===== config.mk =====
export PLATFORM = sky130hd
export DESIGN_NAME = aq_shift_reg
export DESIGN_NICKNAME = d
export VERILOG_FILES = /design/src/rtl/aq_shift_reg.sv
export SDC_FILE = /design/constraint.sdc
export NUM_CORES = 1
export LEC_CHECK = 0
export ABC_AREA = 1
export CAP_MARGIN = 0
export CORE_UTILIZATION = 54
export DETAILED_ROUTE_END_ITERATION = 7
export DONT_BUFFER_PORTS = 1
export HOLD_SLACK_MARGIN = 0.1
export PLACE_DENSITY = 0.69
export SKIP_LAST_GASP = 1
export SLEW_MARGIN = 30
export SYNTH_ARGS = -nofsm -noshare
export SYNTH_HDL_FRONTEND = slang
export SYNTH_SLANG_ARGS = --single-unit

===== constraint.sdc =====
create_clock -name clock -period 2.5 [get_ports clock]
set_input_delay 0.5 -clock clock [delete_from_list [all_inputs] [get_ports clock]]
set_output_delay 0.5 -clock clock [all_outputs]
set_load 0.02 [all_outputs]

===== src/rtl/aq_shift_reg.sv =====
// A/Q/q_m1 shift-register datapath for shift-add and Booth multipliers.
// A is loadable from an external adder; {A,Q,q_m1} shifts right with a serial bit into A's MSB.
module aq_shift_reg #(
  parameter int WIDTH = 4
) (
  input  logic                           clock,
  input  logic                           reset,
  input  logic                           start,
  input  logic [WIDTH-1:0]               q_load,
  input  logic                           a_we,
  input  logic [WIDTH-1:0]               a_load,
  input  logic                           shift,
  input  logic                           shift_in,
  output logic [WIDTH-1:0]               a_out,
  output logic [WIDTH-1:0]               q_out,
  output logic                           q_m1,
  output logic                           busy,
  output logic                           done,
  output logic [$clog2(WIDTH+1)-1:0]     count
);

  localparam int CW = $clog2(WIDTH+1);
  localparam logic [CW-1:0] CNT_ZERO = CW'(0);
  localparam logic [CW-1:0] CNT_ONE  = CW'(1);
  localparam logic [CW-1:0] CNT_LAST = CW'(WIDTH-1);

  typedef enum logic [0:0] {
    IDLE = 1'b0,
    RUN  = 1'b1
  } state_t;

  state_t           state_q, state_d;
  logic [WIDTH-1:0] a_q, a_d;
  logic [WIDTH-1:0] q_q, q_d;
  logic             m1_q, m1_d;
  logic [CW-1:0]    cnt_q, cnt_d;
  logic             done_q, done_d;
  logic [WIDTH-1:0] a_src_s;

  // State and datapath registers
  always_ff @(posedge clock or posedge reset) begin
    if (reset) begin
      state_q <= IDLE;
      a_q     <= '0;
      q_q     <= '0;
      m1_q    <= 1'b0;
      cnt_q   <= CNT_ZERO;
      done_q  <= 1'b0;
    end else begin
      state_q <= state_d;
      a_q     <= a_d;
      q_q     <= q_d;
      m1_q    <= m1_d;
      cnt_q   <= cnt_d;
      done_q  <= done_d;
    end
  end

  // Next-state logic: start wins, then fused/plain shift, then A write
  always_comb begin
    state_d = state_q;
    a_d     = a_q;
    q_d     = q_q;
    m1_d    = m1_q;
    cnt_d   = cnt_q;
    done_d  = 1'b0;
    a_src_s = a_we ? a_load : a_q;

    case (state_q)
      IDLE: begin
        if (start) begin
          state_d = RUN;
          a_d     = '0;
          q_d     = q_load;
          m1_d    = 1'b0;
          cnt_d   = CNT_ZERO;
        end else begin
          state_d = IDLE;
        end
      end
      RUN: begin
        if (start) begin
          state_d = RUN;
          a_d     = '0;
          q_d     = q_load;
          m1_d    = 1'b0;
          cnt_d   = CNT_ZERO;
        end else if (shift) begin
          // a_src_s already carries the adder result for a fused add+shift
          {a_d, q_d} = {shift_in, a_src_s, q_q[WIDTH-1:1]};
          m1_d       = q_q[0];
          cnt_d      = cnt_q + CNT_ONE;
          if (cnt_q == CNT_LAST) begin
            state_d = IDLE;
            done_d  = 1'b1;
          end else begin
            state_d = RUN;
          end
        end else begin
          a_d = a_src_s;
        end
      end
      default: begin
        state_d = IDLE;
      end
    endcase
  end

  assign a_out = a_q;
  assign q_out = q_q;
  assign q_m1  = m1_q;
  assign busy  = (state_q == RUN);
  assign done  = done_q;
  assign count = cnt_q;

endmodule


-- Word level (Yosys, flattened, before mapping)
Index checks and enable logic that the tools add are counted.
- flip-flop bits (word level): 14
- bits of input ports: 14
- output and inout bits: 14
- $add $sub $neg: 1
- equality and inequality tests: 3
- muxes and demuxes: 26
- bitwise gates (word level): 1
- reductions and logical operators: 1
- operator list (operator ; number):
    $mux W4 ; 7
    $pmux W4 S2 ; 2
    $mux W1 ; 11
    $mux W3 ; 3
    $pmux W3 S2 ; 1
    $pmux W1 S2 ; 2
    $add A3 B1 Y3 const B ; 1
    $eq A3 B2 Y1 const B ; 1
    $ne A3 B3 Y1 const B ; 1
    $ne A2 B2 Y1 const B ; 1
    $reduce_and A2 Y1 ; 1
    $not A1 Y1 ; 1

-- Longest topological paths before layout
Gate-level depths: netlist (run 1).
- word-level depth: 5
- depth in mapped cells: 5
- gate-level depth less buffers: 5

-- Worst setup path after synthesis (run 1)
No wires, ideal clock.
- kind: reg-to-reg
- start point: reg cnt_q[0] (netlist: count[0])
- end point: reg cnt_q[2] (netlist: count[2])
- library setup time: 0.124 ns
- data arrival time: 1.030 ns
- data required time: 2.376 ns
- path slack: 1.346 ns
- stages on the path, launching flop included: 4
- path buffers: 0
- cell sequence: dfrtp_1 ha_1 ha_1 o22ai_2
- cells in the longest elaborated chain, start to end: 4
- RTL lines (what ; line ; text):
    start, declared ; 36 ; logic [CW-1:0] cnt_q, cnt_d;
    start signal, assigned ; 54 ; cnt_q <= cnt_d;
    $add A3 B1 Y3 ; 92 ; cnt_d = cnt_q + CNT_ONE;
    $mux W3 ; 88 ; end else if (shift) begin
    $mux W3 ; 82 ; if (start) begin
    $pmux W3 S2 ; 69 ; case (state_q)
Every way passes these cells. The select of a mux whose other input is x is not followed.
A chain may end at the register's enable or synchronous reset.

-- Final worst setup path (run 1)
- start point: reg state_q (netlist: busy)
- end point: out busy
- RTL lines (what ; line ; text):
    start, declared ; 32 ; state_t state_q, state_d;
    start signal, assigned ; 50 ; state_q <= state_d;
    end, declared ; 17 ; output logic busy,
No word-level cell between the ends.

==> results of run 1 <==
## Yosys cell counts
library cell	count	area [um2]
a31oi_1	1	6.260
dfrtp_1	14	350.3
nand2_1	37	138.9
inv_2	2	7.510
ha_1	2	25.02
o21ai_2	1	8.760
nor2_4	1	11.26
nand3_1	9	45.04
o22ai_2	1	12.51
nor2_2	1	6.260
nor2_1	5	18.77
inv_1	12	45.04
o21ai_0	5	25.02
nand2_2	2	12.51
## stage by stage
stage                     total power [uW]  worst slack (ns)  area (um2)  util [%]
final                                495.9             1.185       767.0     65.49
after global routing                 530.2             1.132       767.0     65.49
after CTS                            501.6             1.188       767.0     65.49
after detailed placement             339.8             1.293       730.7     62.39
after global placement               338.1             1.320       730.7     62.39
after floorplan                      325.6             1.346       713.2         -
## metal layers
layer / global-route usage [%] / wire [um] / up-vias
met5: 0 / 0 / -
met4: 7.759 / 8 / 0
met3: 12.21 / 99 / 2
met2: 38.98 / 704 / 19
met1: 28.79 / 652 / 260
li1: - / - / 297
## state kept, by name (all words and copies together), names as in the netlist
name,flops
a_out,4
busy,1
count,3
done,1
q_m1,1
q_out,4
## power breakdown
part / internal (uW) / switching (uW) / leakage (uW)
registers: 243 / 36.5 / 0.000176
clock network: 88.6 / 72.6 / 0.0000210
logic: 18.7 / 36.4 / 0.000229
total: 350 / 145 / 0.000426
## cell families (layout without fill, tap and decap cells)
logic type               count (synthesis)  in the layout  synth area share, %
flip-flops                              14             14                49.12
adder cells (fa/ha/maj)                  2              2                3.508
AND/OR/NAND/NOR                         55             55                32.63
buffers and inverters                   14             18                7.368
AO/OA/AOI/OAI                            8              8                7.368
## area by class of cell
type                            count  area share (%)
Clock buffer                        4           4.731
Inverter                           14           6.852
Multi-Input combinational cell     65           40.46
Sequential cell                    14           45.68
Tap cell                           14           2.284
## worst min path at each step
stage | start | to | slack (ns) | depth (start not counted)
2_1_floorplan | reset | a_out[0] | 0.39 | 1
3_3_place_gp | reset | q_out[1] | 0.45 | 1
3_5_place_dp | reset | q_out[1] | 0.45 | 1
4_1_cts | reset | q_out[3] | 0.14 | 1
5_1_grt | reset | a_out[3] | 0.17 | 1
6_report | reset | q_out[1] | 0.13 | 1
==> results.ini, run 1 <==
[floorplanning]
start_util_pct=60.90
die_h_um=38.34
ios=28
die_area_mm2=0.001470
die_w_um=38.34
rows=12
core_region_area_mm2=0.001171

[sta]
hold_violations=0
finClkSkew_ns=0.009521
setup_viol=0
tightest_slew_ns=0.5231
fmax_mhz=760.6
slew_violations=0
relSlewSlack_pct=65.09
rsz0062_at_grt=no
fin_crit_ns=1.315
holdWs_ns=0.1284
setup_tns_ns=0
min_period_over_period_pct=52.59

[route]
ant_nets=0
dr.pass1.iters=4
vias=578
dr.first_iter.drc_count=10
remaining_drc_errors=0
wl_um=1465
wl_per_cell_um=13.20
vias_per_cell=5.207

[placement]
place.gp.congestion=0.6799
dpl.cell_count=107
portBuffers=0
hpwlAfterDp_um=1122

[final_layout]
nFillCells=104
final_common_cell=nand2_1
final_cell_mix=nand2_1 (37), dfrtp_1 (14), inv_1 (12)
multiInputGateArea_um2=310.3
area.growth.synth_to_final_pct=7.544
antenna_cells=0
drive_gt1_share_pct=12.37
final_nets=114
regArea_um2=350.3
final_cells=111

[run]
drv_cap=0

[worst_setup_path]
critical_path_depth=0
crit_end=busy
reg2reg_from=busy
crit_fanout=5
cp.required_ns=2.00
r2r_end=q_out[2]
crit_start=busy
startpoint_type=flip-flop
endpoint_kind=output pin
r2r_slack_ns=1.27
cp.arrival_ns=0.81
ff2ff_path_depth=5
critPathKind=reg -> out

[clock_tree]
clock-sinks=14
numCtsBuffers=3
clock_latency_ns=0.28
path_clk_slew_ns=0.09
cts_root_buf=clkbuf_4
cts_setup_buffers=0
cts_tree=built
cts_repair_resize_count=0
cts.path.max_buffers=2
htree_levels=1
cts_hold_buf=0

[synth]
yosys.cell_types.count=14
yosys_warnings=0
syn_inst=93
syn_area_um2=713.2
synth.net_count=109
ys_seq_area_share_pct=49.12
synth_seq_cells=14
syn-mean-instance-area_um2=7.669

[global_route]
grt_max_degree=15
track_usage_pct=24.50
grt_pass1_vias=542
overflow=0
antenna_found_initial=0
grt_pass1_wl_um=2325

[pwr]
irDropWorstVdd_uv=374.6
pwr_density_cell_mw_per_mm2=646.6
power_leakage_uw=0.0004257

[min_path]
hp-class=in -> async

[run_status]
outcome=complete, no violations

(Power assumes the default switching activity.)
==> run 2: changes to the inputs <==
==> constraint.sdc (replaced) <==
create_clock -name clock -period 1.25 [get_ports clock]
set_input_delay 0.25 -clock clock [delete_from_list [all_inputs] [get_ports clock]]
set_output_delay 0.25 -clock clock [all_outputs]
set_load 0.02 [all_outputs]
==> results.ini, run 2 (same netlist as run 1, synthesis figures left out) <==
[floorplanning]
rows=12
die_h_um=38.34
die_area_mm2=0.001470
start_util_pct=60.90
core_region_area_mm2=0.001171
die_w_um=38.34
ios=28

[clock_tree]
cts_root_buf=clkbuf_4
cts_tree=built
cts_setup_buffers=0
htree_levels=1
clock-sinks=14
cts_hold_buf=2
path_clk_slew_ns=0.09
clock_latency_ns=0.29
cts.path.max_buffers=2
cts_repair_resize_count=0
numCtsBuffers=3

[worst_setup_path]
path_delay_family=flip-flops
startpoint_type=flip-flop
crit_fanout=5
endpoint_kind=output pin
cp.required_ns=1.00
crit_buf_inv=1
cp_slowest_cell=dfrtp_1
cp.arrival_ns=0.90
max_stage_delay_ns=0.43
path_cells=buf_4
r2r_slack_ns=0.14
critPathKind=reg -> out

[global_route]
antenna_found_initial=0
grt_max_degree=15
track_usage_pct=24.54
overflow=0
grt_pass1_wl_um=2352
grt_pass1_vias=579

[sta]
relSlewSlack_pct=64.18
hold_violations=0
finClkSkew_ns=0.007220
holdWs_ns=0.1213
setup_tns_ns=0
rsz0062_at_grt=no
fmax_mhz=873.0
slew_violations=0
setup_viol=0
min_period_over_period_pct=91.64
fin_crit_ns=1.145
tightest_slew_ns=0.5366

[pwr]
pwr_density_cell_mw_per_mm2=1245
power_leakage_uw=0.0004590
irDropWorstVdd_uv=822.5
p_total_uw=1026

[run]
drv_cap=0

[final_layout]
area.growth.synth_to_final_pct=15.61
antenna_cells=0
final_area_um2=824.5
final_nets=121
final_common_cell=nand2_1
drive_gt1_share_pct=16.35
final_cell_mix=nand2_1 (37), dfrtp_1 (14), inv_1 (12)

[placement]
hpwlAfterDp_um=1130
portBuffers=0
place.gp.congestion=0.6673
place_area_um2=768.2

[route]
ant_nets=0
wl_um=1559
dr.pass1.iters=4
vias_per_cell=5.305
wl_per_cell_um=13.21
remaining_drc_errors=0
dr.first_iter.drc_count=8
vias=626

[min_path]
hp-class=in -> reg

[run_status]
outcome=complete, no violations

==> run 2: cell types whose count changed in the layout (fill, tap and decap cells not counted) <==
cell,delta
buf_4,+5
dlygate4sd3_1,+2
==> run 2: worst paths after layout <==
check / start / endpoint / depth (start not counted)
setup / recovery: busy / busy / 1
hold / removal: q_load[0] / q_out[0] / 2
setup reg to reg: busy / q_out[2] / 5
hold reg to reg: count[2] / count[2] / 2
max in group asynchronous: reset / count[1] / 2
min in group asynchronous: reset / a_out[2] / 2
==> run 2: cell type report <==
cell class	instances	area, um2
clock buffers	4	36.28
fillers	98	346.6
inverters	14	52.55
multi-input cells	65	310.3
flip-flops and latches	14	350.3
well taps	14	17.52
repair buffers	7	57.56
==> run 2: through the flow <==
| stage | setup WS, ns | utilization (%) | instances |
|---|---|---|---|
| final | 0.1045 | 70.41 | 118 |
| after global routing | 0.06908 | 70.41 | 118 |
| after CTS | 0.1051 | 70.41 | 118 |
| after detailed placement | 0.1740 | 65.60 | 112 |
| after global placement | 0.2268 | 65.60 | 112 |
| after floorplan | 0.09552 | - | 93 |
==> run 2: power by group <==
part,total (uW),internal (uW),switching [uW]
clock network,335,177,158
logic,150,54.4,95.4
registers,542,487,55.2
total,1030,718,308
==> run 2: metal layers <==
metal / vias up / part of all wire, % / track usage [%]
li1: 313 / - / -
met1: 288 / 42 / 26.22
met2: 21 / 51 / 42.37
met3: 4 / 5.2 / 8.140
met4: 0 / 1.5 / 12.93
met5: - / 0 / 0
